## config.mk

```make
export PLATFORM = sky130hd
export DESIGN_NAME = acc_feeder
export DESIGN_NICKNAME = d
export VERILOG_FILES = /design/src/rtl/acc_pkg.sv /design/src/rtl/acc_operand_buf.sv /design/src/rtl/acc_feeder.sv
export SDC_FILE = /design/constraint.sdc
export NUM_CORES = 1
export LEC_CHECK = 0
export CAP_MARGIN = 15
export CORE_MARGIN = 3
export CORE_UTILIZATION = 50
export CTS_CLUSTER_SIZE = 12
export DETAILED_ROUTE_END_ITERATION = 8
export PLACE_DENSITY_LB_ADDON = 0.2
export SYNTH_ARGS = -nofsm -noshare
export SYNTH_HDL_FRONTEND = slang
export SYNTH_SLANG_ARGS = --single-unit
```

## constraint.sdc

```tcl
create_clock -name clk -period 6.4 [get_ports clk]
set_clock_uncertainty 0.05 [all_clocks]
set_input_delay 1.28 -clock clk [delete_from_list [all_inputs] [get_ports clk]]
set_output_delay 1.28 -clock clk [all_outputs]
set_load 0.02 [all_outputs]
```

## src/rtl/acc_pkg.sv

```systemverilog
// acc_pkg: shared states and default sizing for the accumulator feeder
package acc_pkg;
  typedef enum logic [1:0] {LOAD, FEED, WAIT, HOLD} state_e;
  localparam int ACC_N_TERMS = 9;
  localparam int ACC_DATA_W = 8;
  localparam int ACC_TIMEOUT = 4;
  localparam int ACC_IDX_W = $clog2(ACC_N_TERMS);
endpackage

```

## src/rtl/acc_operand_buf.sv

```systemverilog
// acc_operand_buf: operand register file, one write port and one registered read port
module acc_operand_buf import acc_pkg::*; #(
  parameter int DATA_W = ACC_DATA_W,
  parameter int N_TERMS = ACC_N_TERMS,
  localparam int AW = $clog2(N_TERMS)
) (
  input  logic              clk,
  input  logic              we,
  input  logic [AW-1:0]     waddr,
  input  logic [DATA_W-1:0] wdata,
  input  logic [AW-1:0]     raddr,
  output logic [DATA_W-1:0] rdata
);
  logic [DATA_W-1:0] mem [N_TERMS];
  always_ff @(posedge clk) begin
    if (we) mem[waddr] <= wdata;
    rdata <= mem[raddr];
  end
endmodule

```

## src/rtl/acc_feeder.sv

```systemverilog
// acc_feeder: buffers an operand group, streams it to the accumulator and returns the sum
module acc_feeder import acc_pkg::*; #(
  parameter int DATA_W = ACC_DATA_W,
  parameter int N_TERMS = ACC_N_TERMS,
  parameter int TIMEOUT = ACC_TIMEOUT
) (
  input  logic              clk,
  input  logic              rst,
  input  logic              in_valid,
  output logic              in_ready,
  input  logic [DATA_W-1:0] in_data,
  output logic [DATA_W-1:0] acc_in,
  output logic              acc_en,
  input  logic [DATA_W-1:0] acc_out,
  input  logic              count_9,
  output logic              res_valid,
  input  logic              res_ready,
  output logic [DATA_W-1:0] res_data,
  output logic              err
);
  localparam int IW = $clog2(N_TERMS);
  localparam int TW = $clog2(TIMEOUT + 1);
  localparam logic [IW-1:0] LAST = IW'(N_TERMS - 1);
  state_e state_q, state_d;
  logic [IW-1:0] idx_q, idx_d, raddr;
  logic [TW-1:0] timer_q, timer_d;
  logic [DATA_W-1:0] res_data_q, res_data_d, rdata;
  logic in_ready_q, acc_en_q, res_valid_q, err_q, err_d, wr;
  assign wr = state_q == LOAD && in_valid;
  // read one slot ahead so the registered read port lines up with acc_en
  assign raddr = (state_q == FEED && idx_q != LAST) ? idx_q + 1'b1 : '0;
  assign in_ready = in_ready_q;
  assign acc_en = acc_en_q;
  assign acc_in = acc_en_q ? rdata : '0;
  assign res_valid = res_valid_q;
  assign res_data = res_data_q;
  assign err = err_q;
  acc_operand_buf #(.DATA_W(DATA_W), .N_TERMS(N_TERMS)) u_buf (
    .clk(clk), .we(wr), .waddr(idx_q), .wdata(in_data), .raddr(raddr), .rdata(rdata)
  );
  always_comb begin
    state_d = state_q;
    idx_d = idx_q;
    timer_d = timer_q;
    res_data_d = res_data_q;
    err_d = err_q | (count_9 && state_q != WAIT);
    case (state_q)
      LOAD: if (wr) begin
        idx_d = idx_q == LAST ? '0 : idx_q + 1'b1;
        if (idx_q == LAST) state_d = FEED;
      end
      FEED: begin
        idx_d = idx_q == LAST ? '0 : idx_q + 1'b1;
        if (idx_q == LAST) begin
          state_d = WAIT;
          timer_d = '0;
        end
      end
      WAIT: if (count_9) begin
        res_data_d = acc_out;
        state_d = HOLD;
      end else if (timer_q == TW'(TIMEOUT - 1)) begin
        err_d = 1'b1;
        state_d = LOAD;
      end else timer_d = timer_q + 1'b1;
      HOLD: if (res_ready) begin
        state_d = LOAD;
        idx_d = '0;
      end
      default: state_d = LOAD;
    endcase
  end
  always_ff @(posedge clk or negedge rst) begin
    if (!rst) begin
      state_q <= LOAD;
      idx_q <= '0;
      timer_q <= '0;
      in_ready_q <= 1'b1;
      acc_en_q <= 1'b0;
      res_valid_q <= 1'b0;
      res_data_q <= '0;
      err_q <= 1'b0;
    end else begin
      state_q <= state_d;
      idx_q <= idx_d;
      timer_q <= timer_d;
      in_ready_q <= state_d == LOAD;
      acc_en_q <= state_d == FEED;
      res_valid_q <= state_d == HOLD;
      res_data_q <= res_data_d;
      err_q <= err_d;
    end
  end
endmodule
```

# Word level (Yosys, flattened, before mapping)
# Memory sizes are Yosys's and may differ from the RTL's. A register that Yosys moved wholly into a read port is not among the register bits.
# Cells that the tools add are included.
# op_classes
bitwise_logic,1
muxes,22
add_sub_neg,2
n_reduce_logical,10
n_eq_ne,14
# ops
cell,count
4-bit 2-to-1 mux,4
2-bit 2-to-1 mux,6
4-bit one-hot mux with 3 select lines,1
3-bit 2-to-1 mux,3
8-bit 2-to-1 mux,1
"2-bit inequality test, second input constant",4
2-bit one-hot mux with 4 select lines,1
"2-bit == test, second input constant",3
3-bit one-hot mux with 2 select lines,1
1-bit 2-to-1 mux,5
"4-bit by 1-bit adder with 4-bit output, second input constant",1
"2-bit by 1-bit == test with 1-bit output, second input constant",2
"4-bit == test, second input constant",1
2-bit zero test,2
"2-bit by 1-bit inequality test with 1-bit output, second input constant",2
"4-bit inequality test, second input constant",1
4-bit AND reduction,1
"3-bit by 1-bit adder with 3-bit output, second input constant",1
"3-bit by 2-bit == test with 1-bit output, second input constant",1
1-bit logical AND,3
3-bit AND reduction,1
3-bit nonzero test,1
2-bit AND reduction,1
2-bit nonzero test,1
1-bit OR,1
# totals
register_bits,21
ram_bits,72
out_inout_bits,20
memories,1
input_bits,21
# mem_list
memory,depth,width,read_ports,rd_clocked_by_memory_dff,wr,line_no,source
u_buf.mem,9,8,1,1,1,acc_operand_buf.sv:14,logic [DATA_W-1:0] mem [N_TERMS];

# Logic depth before layout (Yosys ltp)
# depth
depth_word,6
ltp_mapped,9

# Modules after synthesis
# A second synthesis with hierarchy kept.
# hier_totals
cells_unflattened,272
hier_area_um2,4155.2
# by_module_without_submodules
module,cells_each,instances,area_each_um2
acc_operand_buf,171,1,3064.2
acc_feeder,101,1,1091.0

# Worst setup path after synthesis
# OpenSTA, ideal clock, no wires.
# synth_path
path_type,input to register
from,input in_valid
to,"memory u_buf.mem[4][0] (netlist name), enable pin"
required_ns,6.018
path_slack_ns,4.098
t_arrival_ns,1.920
path_stages,3
n_path_buf,0
cell_sequence,nand2_1 > nor3b_1 > and2_1
# synth_via
elab_chain_cells,3
# synth_lines
item,line_no,source
start: declaration,acc_feeder.sv:9,"input logic in_valid,"
1-bit logical AND,acc_feeder.sv:29,assign wr = state_q == LOAD && in_valid;
1-bit 2-to-1 mux,acc_operand_buf.sv:16,if (we) mem[waddr] <= wdata;
1-bit 2-to-1 mux (not written as such),acc_operand_buf.sv:16,
end: declaration,acc_operand_buf.sv:14,
# No other way between the ends.

# Final worst setup path
# layout_path
from,register idx_q[0]
to,register u_buf.rdata[1] (read register of u_buf.mem)
# layout_via
elab_chain_cells,3
elab_cells_between_ends,4
classes_between,add/sub (1); eq/ne (1); mux (1); reduce/logical (1)
# layout_lines
item,line_no,source
start: declaration,acc_feeder.sv:25,"logic [IW-1:0] idx_q, idx_d, raddr;"
start signal: assignment,acc_feeder.sv:85,idx_q <= idx_d;
branches (longest 2 deep; another with 4-bit by 1-bit adder with 4-bit output),--,
4-bit 2-to-1 mux *,acc_feeder.sv:31,assign raddr = (state_q == FEED && idx_q != LAST) ? idx_q + 1'b1 : '0;
end: declaration,acc_operand_buf.sv:12,output logic [DATA_W-1:0] rdata
# Mark *: on every way between the ends.
# A chain may end at the register's enable or synchronous reset.

==> metrics.txt <==
Setup WS pre-CTS 3217 ps; num rows 32; FF-to-FF setup slack 3210 ps; Top Layer Used met4; CTS Sinks 101; first-pass GRT wire length 12920 um; largest net degree at the start of global routing 22; Worst VDD drop around 0.23 mV; Synthesized Nets 328; routability cong. 0.8379; Power Total 2.068 mW; RSZ-0062 raised after global routing false; synthesized instance count 301; Critical Path Sink Type register; Worst-Margin Slew 936.4 ps; Post-Layout Cell Count 446; Worst EP arrival 3390 ps; Max Fanout on Critical Path 20; R2R depth 5; Worst-path clk slew 100 ps; synthesized area per cell 14.11 um2; vias in the first global route 2379; Routed Antenna Nets 0; WL/cell 18.27 um; status completed; WL met1 3810 um; antenna violations before repair 0; metal2 WL 3711 um; max-cap viol count 0; via density per instance 5.518; Detail Placement HPWL 5727 um; Critical Path RT 6600 ps; Leakage 1.752 nW; Yosys reg bits 101; DIE HEIGHT 98.16 um; CTS Buffer Depth 2; Reg2Reg Launch Point idx_q[0]; Critical R2R Capture u_buf.rdata[1]; Fin Setup TNS 0 ps; grt ovf 0; final instance area 0.004896 mm2; I/O pin total 41; Root Driver clkbuf_8; hold path start err; Startpoint Class register; power per cell area 422.5 mW/mm2; crit path time final roughly 3200 ps; relative slew slack 37.38%; DRT iter0 DRCs 265; Final Max Tran Viols 0; hold_buf cts 0; Fillers ~600; Core Util, Final approximately 61%; # DRC 0; worst hold path cell count 1; sequential area share after synthesis 67.09%; post-CTS setup-driven buffer insertion count 0; Worst Slack Setup Final 3209 ps; Hold Path Class register to register; fin crit share 49.85%; Cell Count Post-Placement 430; number of port buffers 40; f_max 313.4 MHz; Clk Latency, worst-skew pair roughly 350 ps; htree depth 3; Synth Cell Area 0.004247 mm2; drt pass-1 iters 4; Core Box Area 0.007968 mm2; Routed WL 8147 um; Hold Path Sink err; area delta synth->final 15.29%; Netlist cell types 39; die area 0.009635 mm2; layout cells sized above 1 16.86%; hold slack 432.5 ps; Starting Density 53.30%; critical setup path kind register to register; final hold violation count 0; global-route usage over all layers 17.67%; count of final setup violators 0; n_diodes 0; synth warn 0; Gates resized, CTS repair 0; DR vias 2461; wire length on met3 530 um; Placed Area around 0.0047 mm2; die width roughly 98 um; fin nets 366; CTS tree yes; Num CTS Buffers 9
==> worst max path at each step <==
| stage | start | endpoint | slack, ps |
|---|---|---|---|
| after floorplan | in_valid | u_buf.mem[4][0] | 4100 |
| after detailed placement | idx_q[0] | u_buf.rdata[1] | 3220 |
| final | idx_q[0] | u_buf.rdata[1] | 3210 |
| after global placement | in_valid | u_buf.mem[0][0] | 3260 |
| after CTS | idx_q[0] | u_buf.rdata[1] | 3210 |
| after global routing | idx_q[0] | u_buf.rdata[0] | 2930 |
==> cells in the mapped netlist <==
cell | instances | area, um2
a211o_1 | 1 | 8.760
a211oi_1 | 16 | 120.1
a21boi_0 | 1 | 7.510
a21o_1 | 2 | 15.01
a21oi_1 | 20 | 100.1
a22o_1 | 2 | 17.52
and2_1 | 17 | 106.4
and3b_1 | 1 | 8.760
buf_2 | 8 | 40.04
buf_4 | 1 | 7.510
buf_6 | 1 | 11.26
clkbuf_1 | 3 | 11.26
dfrtp_1 | 20 | 500.5
dfstp_2 | 1 | 26.28
dfxtp_1 | 8 | 160.2
edfxtp_1 | 72 | 2162
ha_1 | 6 | 75.07
inv_1 | 6 | 22.52
mux2_1 | 2 | 22.52
mux2_2 | 38 | 427.9
mux2i_1 | 2 | 20.02
nand2_1 | 23 | 86.33
nand2b_1 | 2 | 12.51
nand3_1 | 3 | 15.01
nand3_4 | 1 | 17.52
nand3b_2 | 1 | 11.26
nor2_1 | 14 | 52.55
nor2b_1 | 3 | 18.77
nor3_1 | 10 | 50.05
nor3b_1 | 2 | 15.01
nor4_1 | 1 | 6.260
o211ai_1 | 1 | 7.510
o21a_1 | 1 | 7.510
o21ai_0 | 4 | 20.02
o21ai_1 | 1 | 5.000
o31ai_1 | 2 | 15.01
or2_2 | 2 | 12.51
or3_1 | 1 | 6.260
xor2_2 | 1 | 16.27
==> state kept, by name (all words and copies together), names as in the netlist <==
name and flops:
in_ready 1, idx_q 4, timer_q 3, res_valid 1
state_q 2, u_buf.rdata 8, res_data 8, u_buf.mem 72
err 1, acc_en 1
==> area by class of cell <==
| class | instances | area (um2) | share of cell area (%) |
|---|---|---|---|
| repair buffers | 40 | 400.4 | 8.178 |
| multi-input cells | 181 | 1305 | 26.65 |
| clock inverters | 6 | 63.81 | 1.303 |
| inverters | 6 | 22.52 | 0.4600 |
| flip-flops and latches | 101 | 2849 | 58.19 |
| clock buffers | 10 | 127.6 | 2.607 |
| well taps | 102 | 127.6 | 2.607 |
==> cells by family (layout without fill, tap and decap cells) <==
kind of cell / count (synthesis) / in the layout / share of synthesized area (%)
AO/OA/AOI/OAI: 51 / 51 / 7.631
XOR/XNOR: 1 / 1 / 0.3831
adder cells (fa/ha/maj): 6 / 6 / 1.768
buffers and inverters: 19 / 62 / 2.180
flip-flops: 101 / 101 / 67.09
multiplexers: 42 / 42 / 11.08
AND/OR/NAND/NOR: 81 / 81 / 9.870
==> per-layer routing <==
layer	up-vias	GRT usage, %
met5	-	0
met4	0	7.353
met3	8	2.929
met2	74	26.02
met1	1191	26.22
li1	1188	-
==> power breakdown <==
group	internal [mW]	switching, mW
registers	0.829	0.0887
logic	0.339	0.421
clock network	0.181	0.209
==> cell usage in the layout (no fill, tap or decap), drive strengths merged, types with 7 or more instances in the layout <==
master,Yosys,layout
a211oi,16,16
a21oi,20,20
and2,17,17
clkbuf,3,10
clkdlybuf4s50,0,40
dfrtp,20,20
dfxtp,8,8
edfxtp,72,72
inv,6,7
mux2,40,40
nand2,23,23
nor2,14,14
nor3,10,10
==> worst max-delay path: stages (launching register included) <==
cell	delay, ps
dfrtp_1	840
inv_1	280
ha_1	680
nand3_1	600
a211oi_1	530
nor3_1	90
No activity file was read; power rests on OpenSTA's default activity.
